===== src/rtl/aibcr3aux_osc_meas_pkg.sv =====
// aibcr3aux_osc_meas_pkg: shared types and constants for the aux oscillator measurement sequencer
package aibcr3aux_osc_meas_pkg;
  localparam int CNT_W_DEF = 16;
  localparam int WIN_W_DEF = 16;
  typedef enum logic [1:0] {
    ST_IDLE    = 2'd0,
    ST_SETTLE  = 2'd1,
    ST_MEASURE = 2'd2,
    ST_EVAL    = 2'd3
  } state_e;
  localparam logic [1:0] DIV16  = 2'd0;
  localparam logic [1:0] DIV32  = 2'd1;
  localparam logic [1:0] DIV64  = 2'd2;
  localparam logic [1:0] DIV64R = 2'd3;
endpackage


===== src/rtl/aibcr3aux_osc_meas_sync.sv =====
// aibcr3aux_osc_meas_sync: multi-stage synchronizer plus rising-edge detector for an async divider output
module aibcr3aux_osc_meas_sync #(
  parameter int SYNC_STAGES = 2
) (
  input  logic clk,
  input  logic rst_n,
  input  logic d,
  output logic rise
);
  logic [SYNC_STAGES-1:0] sync_q, sync_d;
  logic hist_q, hist_d;
  always_comb begin
    sync_d = (sync_q << 1) | SYNC_STAGES'(d);
    hist_d = sync_q[SYNC_STAGES-1];
  end
  always_ff @(posedge clk) begin
    if (!rst_n) begin
      sync_q <= '0;
      hist_q <= 1'b0;
    end else begin
      sync_q <= sync_d;
      hist_q <= hist_d;
    end
  end
  assign rise = sync_q[SYNC_STAGES-1] & ~hist_q;
endmodule


===== src/rtl/aibcr3aux_osc_meas_ctrl.sv =====
// aibcr3aux_osc_meas_ctrl: settles the divider, counts divided-clock edges over a window and checks thresholds
module aibcr3aux_osc_meas_ctrl
  import aibcr3aux_osc_meas_pkg::*;
#(
  parameter int CNT_W       = CNT_W_DEF,
  parameter int WIN_W       = WIN_W_DEF,
  parameter int SETTLE_CYC  = 8,
  parameter int SYNC_STAGES = 2
) (
  input  logic             clk,
  input  logic             rst_n,
  input  logic             meas_start,
  input  logic             meas_abort,
  input  logic             cont_mode,
  input  logic [1:0]       div_sel,
  input  logic [WIN_W-1:0] win_len,
  input  logic [CNT_W-1:0] thr_lo,
  input  logic [CNT_W-1:0] thr_hi,
  input  logic             osc_div16,
  input  logic             osc_div32,
  input  logic             osc_div64,
  output logic             osc_por,
  output logic             meas_busy,
  output logic             meas_done,
  output logic [CNT_W-1:0] meas_count,
  output logic             meas_in_range,
  output logic             meas_ovf
);
  state_e state_q, state_d;
  logic [1:0] sel_q, sel_d;
  logic [WIN_W-1:0] win_q, win_d, tmr_q, tmr_d;
  logic [CNT_W-1:0] lo_q, lo_d, hi_q, hi_d, cnt_q, cnt_d, res_q, res_d;
  logic ovf_q, ovf_d, rovf_q, rovf_d, rin_q, rin_d, done_q, done_d;
  logic osc_sel, rise, go, meas, cnt_full;
  // mux before the synchronizer so only one async crossing exists
  assign osc_sel = sel_q == DIV16 ? osc_div16 : sel_q == DIV32 ? osc_div32 : osc_div64;
  aibcr3aux_osc_meas_sync #(.SYNC_STAGES(SYNC_STAGES)) u_sync (
    .clk  (clk),
    .rst_n(rst_n),
    .d    (osc_sel),
    .rise (rise)
  );
  always_comb begin
    go       = state_q == ST_IDLE && meas_start && !meas_abort;
    meas     = state_q == ST_MEASURE;
    cnt_full = &cnt_q;
    sel_d    = go ? div_sel : sel_q;
    win_d    = go ? win_len : win_q;
    lo_d     = go ? thr_lo : lo_q;
    hi_d     = go ? thr_hi : hi_q;
    state_d  = state_q;
    tmr_d    = tmr_q;
    case (state_q)
      ST_IDLE: begin
        state_d = go ? ST_SETTLE : ST_IDLE;
        tmr_d   = WIN_W'(SETTLE_CYC - 1);
      end
      ST_SETTLE: begin
        state_d = tmr_q != '0 ? ST_SETTLE : win_q == '0 ? ST_EVAL : ST_MEASURE;
        tmr_d   = tmr_q != '0 ? tmr_q - WIN_W'(1) : win_q - WIN_W'(1);
      end
      ST_MEASURE: begin
        state_d = tmr_q != '0 ? ST_MEASURE : ST_EVAL;
        tmr_d   = tmr_q - WIN_W'(1);
      end
      default: begin
        state_d = !cont_mode ? ST_IDLE : win_q == '0 ? ST_EVAL : ST_MEASURE;
        tmr_d   = win_q - WIN_W'(1);
      end
    endcase
    if (meas_abort) state_d = ST_IDLE;
    cnt_d  = meas ? cnt_q + CNT_W'(rise & ~cnt_full) : '0;
    ovf_d  = meas & (ovf_q | (rise & cnt_full));
    done_d = state_d == ST_EVAL;
    res_d  = done_d ? cnt_d : res_q;
    rovf_d = done_d ? ovf_d : rovf_q;
    rin_d  = done_d ? (lo_q <= cnt_d && cnt_d <= hi_q && !ovf_d) : rin_q;
  end
  always_ff @(posedge clk) begin
    if (!rst_n) begin
      state_q <= ST_IDLE;
      sel_q   <= '0;
      win_q   <= '0;
      tmr_q   <= '0;
      lo_q    <= '0;
      hi_q    <= '0;
      cnt_q   <= '0;
      res_q   <= '0;
      ovf_q   <= 1'b0;
      rovf_q  <= 1'b0;
      rin_q   <= 1'b0;
      done_q  <= 1'b0;
    end else begin
      state_q <= state_d;
      sel_q   <= sel_d;
      win_q   <= win_d;
      tmr_q   <= tmr_d;
      lo_q    <= lo_d;
      hi_q    <= hi_d;
      cnt_q   <= cnt_d;
      res_q   <= res_d;
      ovf_q   <= ovf_d;
      rovf_q  <= rovf_d;
      rin_q   <= rin_d;
      done_q  <= done_d;
    end
  end
  assign osc_por       = state_q == ST_IDLE;
  assign meas_busy     = state_q != ST_IDLE;
  assign meas_done     = done_q;
  assign meas_count    = res_q;
  assign meas_in_range = rin_q;
  assign meas_ovf      = rovf_q;
endmodule


===== config.mk =====
export PLATFORM = sky130hd
export DESIGN_NAME = aibcr3aux_osc_meas_ctrl
export DESIGN_NICKNAME = d
export VERILOG_FILES = /design/src/rtl/aibcr3aux_osc_meas_pkg.sv /design/src/rtl/aibcr3aux_osc_meas_sync.sv /design/src/rtl/aibcr3aux_osc_meas_ctrl.sv
export SDC_FILE = /design/constraint.sdc
export NUM_CORES = 1
export LEC_CHECK = 0
export ABC_AREA = 0
export CORE_MARGIN = 2
export CORE_UTILIZATION = 34
export CTS_CLUSTER_SIZE = 40
export DETAILED_ROUTE_END_ITERATION = 6
export HOLD_SLACK_MARGIN = 0.15
export PLACE_DENSITY = 0.63
export SLEW_MARGIN = 20
export SYNTH_ARGS = -nofsm -noshare
export SYNTH_HDL_FRONTEND = slang
export SYNTH_SLANG_ARGS = --single-unit

===== constraint.sdc =====
create_clock -name clk -period 4.45 [get_ports clk]
set_input_delay 0.445 -clock clk [delete_from_list [all_inputs] [get_ports clk]]
set_output_delay 0.445 -clock clk [all_outputs]
set_load 0.005 [all_outputs]

==> flow_summary.toml <==
[die]
start_util = 0.3454
coreArea_sq_um = 15710
ios = 79
die_area_sq_um = 16990
rows = 46
die_w_microns = 130.3
die_y_microns = 130.3

[cells_and_area]
postLayoutCoreUtil = 0.4247
final_common_cell = "nand2_1"
n_antenna_cell = 0
synthToLayoutAreaGrowth_pct = 22.97
multi_input_area_sq_um = 2984
final_cell_mix = "nand2_1 (125), dfxtp_1 (107), clkdlybuf4s50_1 (78)"
seq_area_sq_um = 2142
drive_gt1_frac = 0.04161
nNetsFinal = 835
fillers = 1581

[logic_synthesis]
synth_area_per_cell_sq_um = 8.027
yosysSeqAreaShare = 0.3947
synth_fp_nets = 770
ys_ff_latch = 107
synth_top_cell_by_area = "dfxtp_1"
ys_top_cells_by_area = "dfxtp_1 (39%), nand2_1 (8.6%), ha_1 (8.3%)"
netlist_area_sq_um = 5426
synth_ff_type = "dfxtp_1"
synth_top_cell_area_share = 0.3947
synth-edff-count = 0
async_reset_ff_frac = 0
yosysWarnings = 0
postSynthCellCount = 676
ys_types = 56

[timing]
setup_violations = 0
slew_viol_final = 0
hold_slack_ps = 453.7
period_needed_ps = 3788
tns_ps = 0
finalHoldViolCount = 0
rsz0062_at_grt = "no"
worst_pin_slew_ps = 1060
finalCritPeriodShare = 0.8512
max_slew_margin = 0.2937
fmax_mhz = 264.0
fin_worst_skew_ps = 9.139

[route]
drc = 0
drtPass1Iterations = 4
vias = 4565
ant_nets = 0
routedWlPerCell_microns = 13.72
routed_wl_microns = 13190
avgViaCountPerCell = 4.750
first_iter_violations = 256

[setup_path]
crit_top_cell = "ha_1"
cp-start-kind = "flip-flop"
endpoint_kind = "flip-flop"
cp.buffers_inverters = 1
critPathKind = "flip-flop to flip-flop"
cp.required_ps = 4740
cp.arrival_ps = 4080
crit_family = "simple AND/OR/NAND/NOR gates"
cp_max_fo = 8
cpPeakStageDelay_ps = 460
crit_slowest_cell = "or3_1"
path_cells = "nand4_1 > or3_1 > o211a_1 > ha_1 > ha_1 > nand3_1 > nor3_1 > xnor2_1 > nor2_1 > inv_1 > ha_1 > nand4_1 > or3_1 > mux2i_1 > o21ai_1 > o21ai_1"

[clock_tree]
cts_tree = "yes"
cts-hold-fix-buffers = 0
clk_latency_ps = 350
clk_pin_slew_ps = 70
clock-sinks = 107
cts-buffers-inserted = 9
h-tree-depth = 3
root_buffer = "clkbuf_16"
post_cts_resized = 0
cts.path.max_buffers = 2
post_cts_buffers = 0

[status]
outcome = "finished clean"

[power]
power_mw = 2.040
pwr_density_cell_nw_per_um2 = 305.7
p_leak_nw = 2.426
ir_drop_uv = 213.6

[placement]
place_hpwl_microns = 9507
globalplace.congestion = 0.8462
port_buffers = 78

[global_route]
grt_overflow = 0
antenna_found_initial = 0
grt_max_degree = 51
grt_pass1_wl_microns = 21650
grt_pass1_vias = 4321
track_usage = 0.1639

[run]
maxCapViolCount = 0

[min_path]
hold_class = "flip-flop to flip-flop"
report_power, final:
part           internal [mW]  switching [mW]  total [mW]
Combinational          0.131           0.133       0.264
Clock                  0.423           0.346       0.770
Sequential             0.983          0.0231        1.01
Total                   1.54           0.502        2.04
sequential cells by signal (all words and copies together), names as in the netlist:
name and flops:
u_sync.sync_q 2, hi_q 16, meas_in_range 1, lo_q 16, sel_q 2, state_q 2
win_q 16, u_sync.hist_q 1, ovf_q 1, cnt_q 16, tmr_q 16, meas_count 16
meas_ovf 1, meas_done 1
cells by family (layout without fill, tap and decap cells):
family,after synthesis,count (layout),synth area share
xor gates and xnor gates,36,36,0.05810
muxes,20,20,0.03712
DFF,107,107,0.3947
buffers and inverters,76,145,0.05741
adders and majority gates,36,36,0.08301
and+or+nand+nor,284,284,0.2442
AOI/OAI and AO/OA,117,117,0.1254
Yosys cell counts, types with 3 or more instances:
cell / instances
xor2_1: 12
nor2_1: 76
clkbuf_1: 24
dfxtp_1: 107
a21oi_1: 75
a2bb2oi_1: 8
mux2i_1: 19
or3_1: 8
o31ai_1: 3
a21o_1: 3
o21ai_0: 10
ha_1: 36
nor3_1: 11
and2_1: 4
inv_1: 46
nand4_1: 11
xnor2_1: 24
nand3_1: 15
nor2b_1: 4
nand2_1: 125
or4_1: 3
nor4_1: 6
cell type report:
cell class	count	share of cell area
clock buffer	14	0.04107
clock inverter	1	0.001125
inverter	47	0.02644
multi-input combinational	493	0.4472
sequential	107	0.3210
tap	216	0.04050
timing repair buffer	83	0.1226
layer usage:
layer,part of all wire,global-route usage,vias to the layer above
met4,0.017,0.04881,0
met2,0.45,0.2639,84
met5,0,0,-
met1,0.49,0.2158,2060
met3,0.043,0.04469,16
li1,-,-,2405
path summary, 6_finish.rpt:
kind / slack, ps / from / to / depth (start not counted)
worst max register to register: 660 / cnt_q[5] / meas_in_range / 16
worst min register to register: 450 / u_sync.sync_q[0] / u_sync.sync_q[1] / 1
worst max-delay path: 660 / cnt_q[5] / meas_in_range / 16
worst min-delay path: 450 / u_sync.sync_q[0] / u_sync.sync_q[1] / 1
through the flow:
stage / cell area (sq um) / std cells / setup slack (ps)
2_1_floorplan: 5426 / 676 / 1160
3_3_place_gp: 6391 / 946 / 804.0
3_5_place_dp: 6391 / 946 / 702.5
4_1_cts: 6673 / 961 / 667.6
5_1_grt: 6673 / 961 / 304.2
6_report: 6673 / 961 / 662.3
Power figures use the tool's default switching activity.
